<file path="config.mk">
export PLATFORM = sky130hd
export DESIGN_NAME = mult_div_unit_flat
export DESIGN_NICKNAME = d
export VERILOG_FILES = /design/src/rtl/mult_div_if.sv /design/src/rtl/mult_div_unit.sv /design/src/flat_wrapper.sv
export SDC_FILE = /design/constraint.sdc
export NUM_CORES = 1
export LEC_CHECK = 0
export ABC_AREA = 1
export BUFFER_PORTS_ARGS = -buffer_cell sky130_fd_sc_hd__buf_2
export CORE_MARGIN = 5
export CORE_UTILIZATION = 49
export CTS_CLUSTER_SIZE = 8
export DETAILED_ROUTE_END_ITERATION = 7
export GPL_TIMING_DRIVEN = 0
export PLACE_DENSITY = 0.7
export SLEW_MARGIN = 20
export SYNTH_ARGS = -nofsm -noshare
export SYNTH_HDL_FRONTEND = slang
export SYNTH_SLANG_ARGS = --single-unit
</file>
<file path="constraint.sdc">
create_clock -name clk -period 2.6 [get_ports clk]
set_input_delay 0.52 -clock clk [delete_from_list [all_inputs] [get_ports clk]]
set_output_delay 0.52 -clock clk [all_outputs]
set_load 0.02 [all_outputs]
</file>
<file path="src/rtl/mult_div_if.sv">
// Handshake and register-file bus between the issuing pipeline and the
// HI/LO multiply-divide unit.
interface mult_div_if #(
  parameter int WIDTH = 32
);
  logic             start;
  logic             op;
  logic [WIDTH-1:0] a;
  logic [WIDTH-1:0] b;
  logic             hi_we;
  logic             lo_we;
  logic [WIDTH-1:0] wdata;
  logic [WIDTH-1:0] hi;
  logic [WIDTH-1:0] lo;
  logic             busy;
  logic             done;
  logic             div_by_zero;

  // Issuing side: requests operations and moves, reads HI/LO and status.
  modport master (
    output start, op, a, b, hi_we, lo_we, wdata,
    input  hi, lo, busy, done, div_by_zero
  );

  // Unit side.
  modport slave (
    input  start, op, a, b, hi_we, lo_we, wdata,
    output hi, lo, busy, done, div_by_zero
  );
endinterface

</file>
<file path="src/rtl/mult_div_unit.sv">
// Iterative signed MULT / DIV unit with HI/LO registers.
// Operands are converted to magnitudes at start, processed for WIDTH cycles
// (shift-add or restoring division), then sign-corrected in a FIX cycle.
module mult_div_unit #(
  parameter int WIDTH = 32
) (
  input  logic      clk,
  input  logic      rst,
  mult_div_if.slave bus
);

  typedef enum logic [1:0] {IDLE, CALC, FIX} state_t;

  state_t             state;
  logic               op_q;
  logic               sign_a;
  logic               sign_b;
  logic [WIDTH-1:0]   abs_b;
  logic [WIDTH-1:0]   acc_hi;
  logic [WIDTH-1:0]   acc_lo;
  logic [5:0]         cnt;
  logic [WIDTH-1:0]   hi_q;
  logic [WIDTH-1:0]   lo_q;
  logic               done_q;
  logic               dbz_q;

  logic [WIDTH-1:0]   a_mag;
  logic [WIDTH-1:0]   b_mag;
  logic [WIDTH:0]     mul_sum;
  logic [WIDTH:0]     div_shift;
  logic [WIDTH:0]     div_diff;
  logic [WIDTH-1:0]   nxt_hi;
  logic [WIDTH-1:0]   nxt_lo;
  logic [2*WIDTH-1:0] prod;
  logic [WIDTH-1:0]   quo;
  logic [WIDTH-1:0]   rem;

  // Operand magnitudes; negating the most negative value yields its own
  // bit pattern, which reads correctly as the unsigned magnitude.
  always_comb begin
    a_mag = bus.a[WIDTH-1] ? -bus.a : bus.a;
    b_mag = bus.b[WIDTH-1] ? -bus.b : bus.b;
  end

  // One iteration of the unsigned core: shift-add for MULT, restoring
  // subtract-and-shift for DIV. acc_lo holds multiplier / dividend bits
  // shifting out and product / quotient bits shifting in.
  always_comb begin
    // NOTE: every combinational output gets a default first so no path can
    // leave it unassigned and infer a latch.
    nxt_hi    = acc_hi;
    nxt_lo    = acc_lo;
    mul_sum   = {1'b0, acc_hi} + (acc_lo[0] ? {1'b0, abs_b} : '0);
    div_shift = {acc_hi, acc_lo[WIDTH-1]};
    div_diff  = div_shift - {1'b0, abs_b};
    if (op_q) begin
      if (div_shift >= {1'b0, abs_b}) begin
        nxt_hi = div_diff[WIDTH-1:0];
        nxt_lo = {acc_lo[WIDTH-2:0], 1'b1};
      end else begin
        nxt_hi = div_shift[WIDTH-1:0];
        nxt_lo = {acc_lo[WIDTH-2:0], 1'b0};
      end
    end else begin
      nxt_hi = mul_sum[WIDTH:1];
      nxt_lo = {mul_sum[0], acc_lo[WIDTH-1:1]};
    end
  end

  // Sign correction applied in FIX: product negated on differing signs,
  // quotient likewise, remainder follows the dividend.
  always_comb begin
    prod = {acc_hi, acc_lo};
    if (sign_a ^ sign_b) prod = -prod;
    quo  = (sign_a ^ sign_b) ? -acc_lo : acc_lo;
    rem  = sign_a ? -acc_hi : acc_hi;
  end

  // Control FSM, datapath registers and HI/LO with registered status pulses.
  always_ff @(posedge clk) begin
    if (rst) begin
      // NOTE: every register here is cleared on reset, including datapath
      // state, so an aborted operation leaves nothing behind.
      state  <= IDLE;
      op_q   <= 1'b0;
      sign_a <= 1'b0;
      sign_b <= 1'b0;
      abs_b  <= '0;
      acc_hi <= '0;
      acc_lo <= '0;
      cnt    <= '0;
      hi_q   <= '0;
      lo_q   <= '0;
      done_q <= 1'b0;
      dbz_q  <= 1'b0;
    end else begin
      // NOTE: non-blocking assignments throughout, so every register
      // samples pre-edge values regardless of statement order.
      done_q <= 1'b0;
      dbz_q  <= 1'b0;
      case (state)
        IDLE: begin
          if (bus.hi_we) hi_q <= bus.wdata;
          if (bus.lo_we) lo_q <= bus.wdata;
          if (bus.start) begin
            if (bus.op && (bus.b == '0)) begin
              done_q <= 1'b1;
              dbz_q  <= 1'b1;
            end else begin
              op_q   <= bus.op;
              sign_a <= bus.a[WIDTH-1];
              sign_b <= bus.b[WIDTH-1];
              abs_b  <= b_mag;
              acc_hi <= '0;
              acc_lo <= a_mag;
              cnt    <= '0;
              state  <= CALC;
            end
          end
        end
        CALC: begin
          acc_hi <= nxt_hi;
          acc_lo <= nxt_lo;
          cnt    <= cnt + 6'd1;
          if (cnt == 6'(WIDTH - 1)) state <= FIX;
        end
        FIX: begin
          if (op_q) begin
            hi_q <= rem;
            lo_q <= quo;
          end else begin
            hi_q <= prod[2*WIDTH-1:WIDTH];
            lo_q <= prod[WIDTH-1:0];
          end
          done_q <= 1'b1;
          state  <= IDLE;
        end
        default: state <= IDLE;
      endcase
    end
  end

  assign bus.hi          = hi_q;
  assign bus.lo          = lo_q;
  assign bus.busy        = (state != IDLE);
  assign bus.done        = done_q;
  assign bus.div_by_zero = dbz_q;

endmodule

</file>
<file path="src/flat_wrapper.sv">
// flat-port wrapper written by rule: the top's interface ports become plain ports
module mult_div_unit_flat 
#(
  parameter int WIDTH = 32
)
  (clk, rst, bus_start, bus_op, bus_a, bus_b, bus_hi_we, bus_lo_we, bus_wdata, bus_hi, bus_lo, bus_busy, bus_done, bus_div_by_zero);
  mult_div_if #(.WIDTH(WIDTH)) bus_i ();
  input  logic clk;
  input  logic rst;
  input wire logic [$bits(bus_i.start)-1:0] bus_start;
  input wire logic [$bits(bus_i.op)-1:0] bus_op;
  input wire logic [$bits(bus_i.a)-1:0] bus_a;
  input wire logic [$bits(bus_i.b)-1:0] bus_b;
  input wire logic [$bits(bus_i.hi_we)-1:0] bus_hi_we;
  input wire logic [$bits(bus_i.lo_we)-1:0] bus_lo_we;
  input wire logic [$bits(bus_i.wdata)-1:0] bus_wdata;
  output wire logic [$bits(bus_i.hi)-1:0] bus_hi;
  output wire logic [$bits(bus_i.lo)-1:0] bus_lo;
  output wire logic [$bits(bus_i.busy)-1:0] bus_busy;
  output wire logic [$bits(bus_i.done)-1:0] bus_done;
  output wire logic [$bits(bus_i.div_by_zero)-1:0] bus_div_by_zero;
  assign bus_i.start = bus_start;
  assign bus_i.op = bus_op;
  assign bus_i.a = bus_a;
  assign bus_i.b = bus_b;
  assign bus_i.hi_we = bus_hi_we;
  assign bus_i.lo_we = bus_lo_we;
  assign bus_i.wdata = bus_wdata;
  assign bus_hi = bus_i.hi;
  assign bus_lo = bus_i.lo;
  assign bus_busy = bus_i.busy;
  assign bus_done = bus_i.done;
  assign bus_div_by_zero = bus_i.div_by_zero;
  mult_div_unit #(.WIDTH(WIDTH)) u_core (.clk(clk), .rst(rst), .bus(bus_i));
endmodule
</file>
==> impl_metrics.env <==
export IMPL_grt_max_degree=17
export IMPL_htree_levels=4
export IMPL_drt_wl_total_um=83400
export IMPL_syn_avg_cell_area_um2=5.54
export IMPL_critPathKind="reg2reg"
export IMPL_period_share_pct=100
export IMPL_ys_ff_latch=173
export IMPL_dp_hpwl_um=66400
export IMPL_cp_data_arrival_time_ps=2980
export IMPL_layout_commonest_cell="nand2_1"
export IMPL_r2r_end="u_core.acc_hi[12]"
export IMPL_drc_errors=0
export IMPL_cp_end_kind="register"
export IMPL_required_ps=2980
export IMPL_cts_buffers=17
export IMPL_layout_nets=3478
export IMPL_clk_pin_slew_ps=90
export IMPL_multiInputGateArea_um2=12700
export IMPL_timing_hold_ws_ps=340
export IMPL_finalInstanceArea_um2=20900
export IMPL_gp_congestion=1.13
export IMPL_startpoint_type="register"
export IMPL_synth_flop_cell="dfxtp_1"
export IMPL_grt_pass1_wl_um=121000
export IMPL_via_count=22550
export IMPL_slowest_stage="dfxtp_2"
export IMPL_worst_path_buf_inv=4
export IMPL_layout_common_cells="801 x nand2_1, 417 x inv_1, 301 x nor2_1"
export IMPL_yosys_warnings=0
export IMPL_grt_pass1_vias=20125
export IMPL_finalHoldViolCount=0
export IMPL_row_count=68
export IMPL_rsz0062_at_grt="true"
export IMPL_syn_nets=3256
export IMPL_cap_violations=0
export IMPL_hold_depth=3
export IMPL_synth_largest_area_cell="dfxtp_1"
export IMPL_fillers=3452
export IMPL_instances_no_fill=3774
export IMPL_violations="setup timing"
export IMPL_hold_path_class="in2reg"
export IMPL_cts_root_buf="clkbuf_16"
export IMPL_cts_hold_buf=0
export IMPL_synth_cell_types=52
export IMPL_regArea_um2=3570
export IMPL_routedWlPerCell_um=22.1
export IMPL_p_leak_nw=10.3
export IMPL_status="finished, violations left"
export IMPL_ant_nets=0
export IMPL_rr_worst_depth=16
export IMPL_cts_tree="done"
export IMPL_grt_use_total_pct=40.7
export IMPL_netlist_instances=3083
export IMPL_synth_top_area_share_pct=20.3
export IMPL_drv_slew=0
export IMPL_synth_area_top_cells="dfxtp_1 20%, nand2_1 19%, inv_1 9.7%"
export IMPL_cp_max_fo=7
export IMPL_clock_sinks=173
export IMPL_insertion_delay_ps=470
export IMPL_slew_headroom_pct=36.8
export IMPL_initial_utilization_pct=49.6
export IMPL_cts_buffer_depth=2
export IMPL_rrSetupSlack_ps=-4
export IMPL_io_buffer_count=166
export IMPL_dr_pass1_iters=8
export IMPL_clock_skew_ps=23.1
export IMPL_r2r_start="u_core.acc_lo[0]"
export IMPL_timing_final_ws_setup_ps=-4.17
export IMPL_period_minus_slack_ps=2600
export IMPL_max_freq_mhz=384
export IMPL_dp_cells=3704
export IMPL_placed_area_um2=18500
export IMPL_worst_slew_pin_slew_ps=948
export IMPL_power_w=0.0105
export IMPL_crit_chain="buf_8 -> buf_12 -> buf_8 -> nand2_1 -> inv_2 -> ha_4 -> nand2_4 -> nor2_4 -> and2_4 -> nand2_2 -> nand2_4 -> xor2_2 -> nor2_1 -> nor2_2 -> nand3_2 -> a21oi_2"
export IMPL_power_density_nw_per_um2=505
export IMPL_drt_first_iter_violations=2728
export IMPL_die_x_um=197
export IMPL_yosysSeqAreaShare_pct=20.3
export IMPL_core_area_um2=34500
export IMPL_chipHeight_um=197
export IMPL_antenna_found_initial=1
export IMPL_synth_edf_count=0
export IMPL_viasPerCell=5.98
export IMPL_finalSetupViolCount=1
export IMPL_min_delay_start="bus_b[0]"
export IMPL_synthArstFlopShare_pct=0
export IMPL_drive_above_1_share_pct=17.7
export IMPL_grt_remaining_overflow=0
export IMPL_dieArea_um2=38700
export IMPL_min_to="u_core.abs_b[0]"
export IMPL_peakVddDrop_uv=563
export IMPL_synth_area_um2=17100
export IMPL_io_pins=169
export IMPL_worst_path_dominant_cell_family="simple AND/OR/NAND/NOR gates"
export IMPL_cp_slowest_stage_delay_ps=340
export IMPL_syn_to_final_growth_pct=22.0
[synthesized netlist by cell type, types with 4 or more instances]
master and number:
nor3_1 30, o211ai_1 11, inv_2 6, ha_1 69, nor2_4 4, o21bai_1 11
o22ai_1 8, or2_2 8, nand3_1 284, nand2_2 14, dfxtp_1 173, buf_1 10
clkbuf_1 81, a31oi_1 26, nand3_2 4, nand4_1 54, buf_4 6, nand3b_1 12
xnor2_1 21, nand2_1 854, nor2_2 8, o21ai_0 249, buf_2 12, nor4_1 11
xor2_1 32, inv_1 443, a21oi_1 268, nor2_1 329
[through the flow]
step | worst slack [ps] | utilization, % | setup TNS (ps)
floorplan | 126 | - | 0
global placement | -778 | 53.7 | -17810
detailed placement | -838 | 53.7 | -20820
CTS | 3.60 | 57.1 | 0
global route | -86.1 | 60.5 | -380
finish | -4.17 | 60.5 | -4.17
[timing repair]
| action | in CTS | in global routing |
|---|---|---|
| pin swaps | 11 | 58 |
| gates resized for setup | 132 | 261 |
| endpoints found under the setup margin | 68 | 66 |
| buffers inserted | 14 | 23 |
[final cells by class]
type / instances / share of cell area (%)
timing repair buffer: 203 / 5.43
tap: 455 / 2.73
clock buffer: 20 / 2.24
inverter: 453 / 8.21
clock inverter: 12 / 0.702
antenna: 1 / 0.0120
sequential: 173 / 17.1
buffer: 113 / 2.72
multi-input combinational: 2344 / 60.9
[tightest hold or removal path, stage by stage]
cell and delay (ps):
buf_2 80, inv_1 60, a21oi_1 110
[per-layer routing]
layer  routed length, µm  track usage (%)  vias up
met3               11500             12.2      274
met4                4010             16.2        2
met5                   9                0        -
met1               33900             56.0    10330
met2               34000             59.7     1502
li1                    -                -    10442
[where the power goes]
part / leakage, nW / total [W] / internal, W / switching, W
clock: 0.298 / 0.00277 / 0.00152 / 0.00125
sequential: 1.45 / 0.00321 / 0.00287 / 0.000334
combinational: 8.57 / 0.00455 / 0.00146 / 0.00309
total: 10.3 / 0.0105 / 0.00585 / 0.00467
[cells by family after synthesis]
| group | count (synthesis) | synth area share, % |
|---|---|---|
| AOI/OAI and AO/OA | 596 | 18.4 |
| buffers and inverters | 566 | 12.9 |
| and+or+nand+nor | 1624 | 40.4 |
| DFF | 173 | 20.3 |
| adders and majority gates | 71 | 5.29 |
| xor gates and xnor gates | 53 | 2.72 |
[how the worst max path moves through the flow]
stage                                   end  slack (ps)        startpoint  cells after the start
after floorplan           u_core.acc_hi[27]         130  u_core.acc_lo[0]                     19
after global placement     u_core.acc_hi[7]        -780  u_core.acc_lo[0]                     17
after detailed placement   u_core.acc_hi[7]        -840  u_core.acc_lo[0]                     17
after CTS                 u_core.acc_hi[14]           4   u_core.abs_b[7]                     16
after global routing      u_core.acc_hi[24]         -90  u_core.acc_lo[0]                     15
final                     u_core.acc_hi[12]          -4  u_core.acc_lo[0]                     16
[flip-flops by register name, summed over array words and instances, names as in the netlist]
name / cells
u_core.sign_a: 1
u_core.bus.lo: 32
u_core.bus.hi: 32
u_core.sign_b: 1
u_core.abs_b: 32
u_core.bus.done: 1
u_core.op_q: 1
u_core.acc_hi: 32
u_core.cnt: 6
u_core.acc_lo: 32
u_core.state: 2
u_core.bus.div_by_zero: 1
Note: power is estimated with default switching activity, not from simulation.
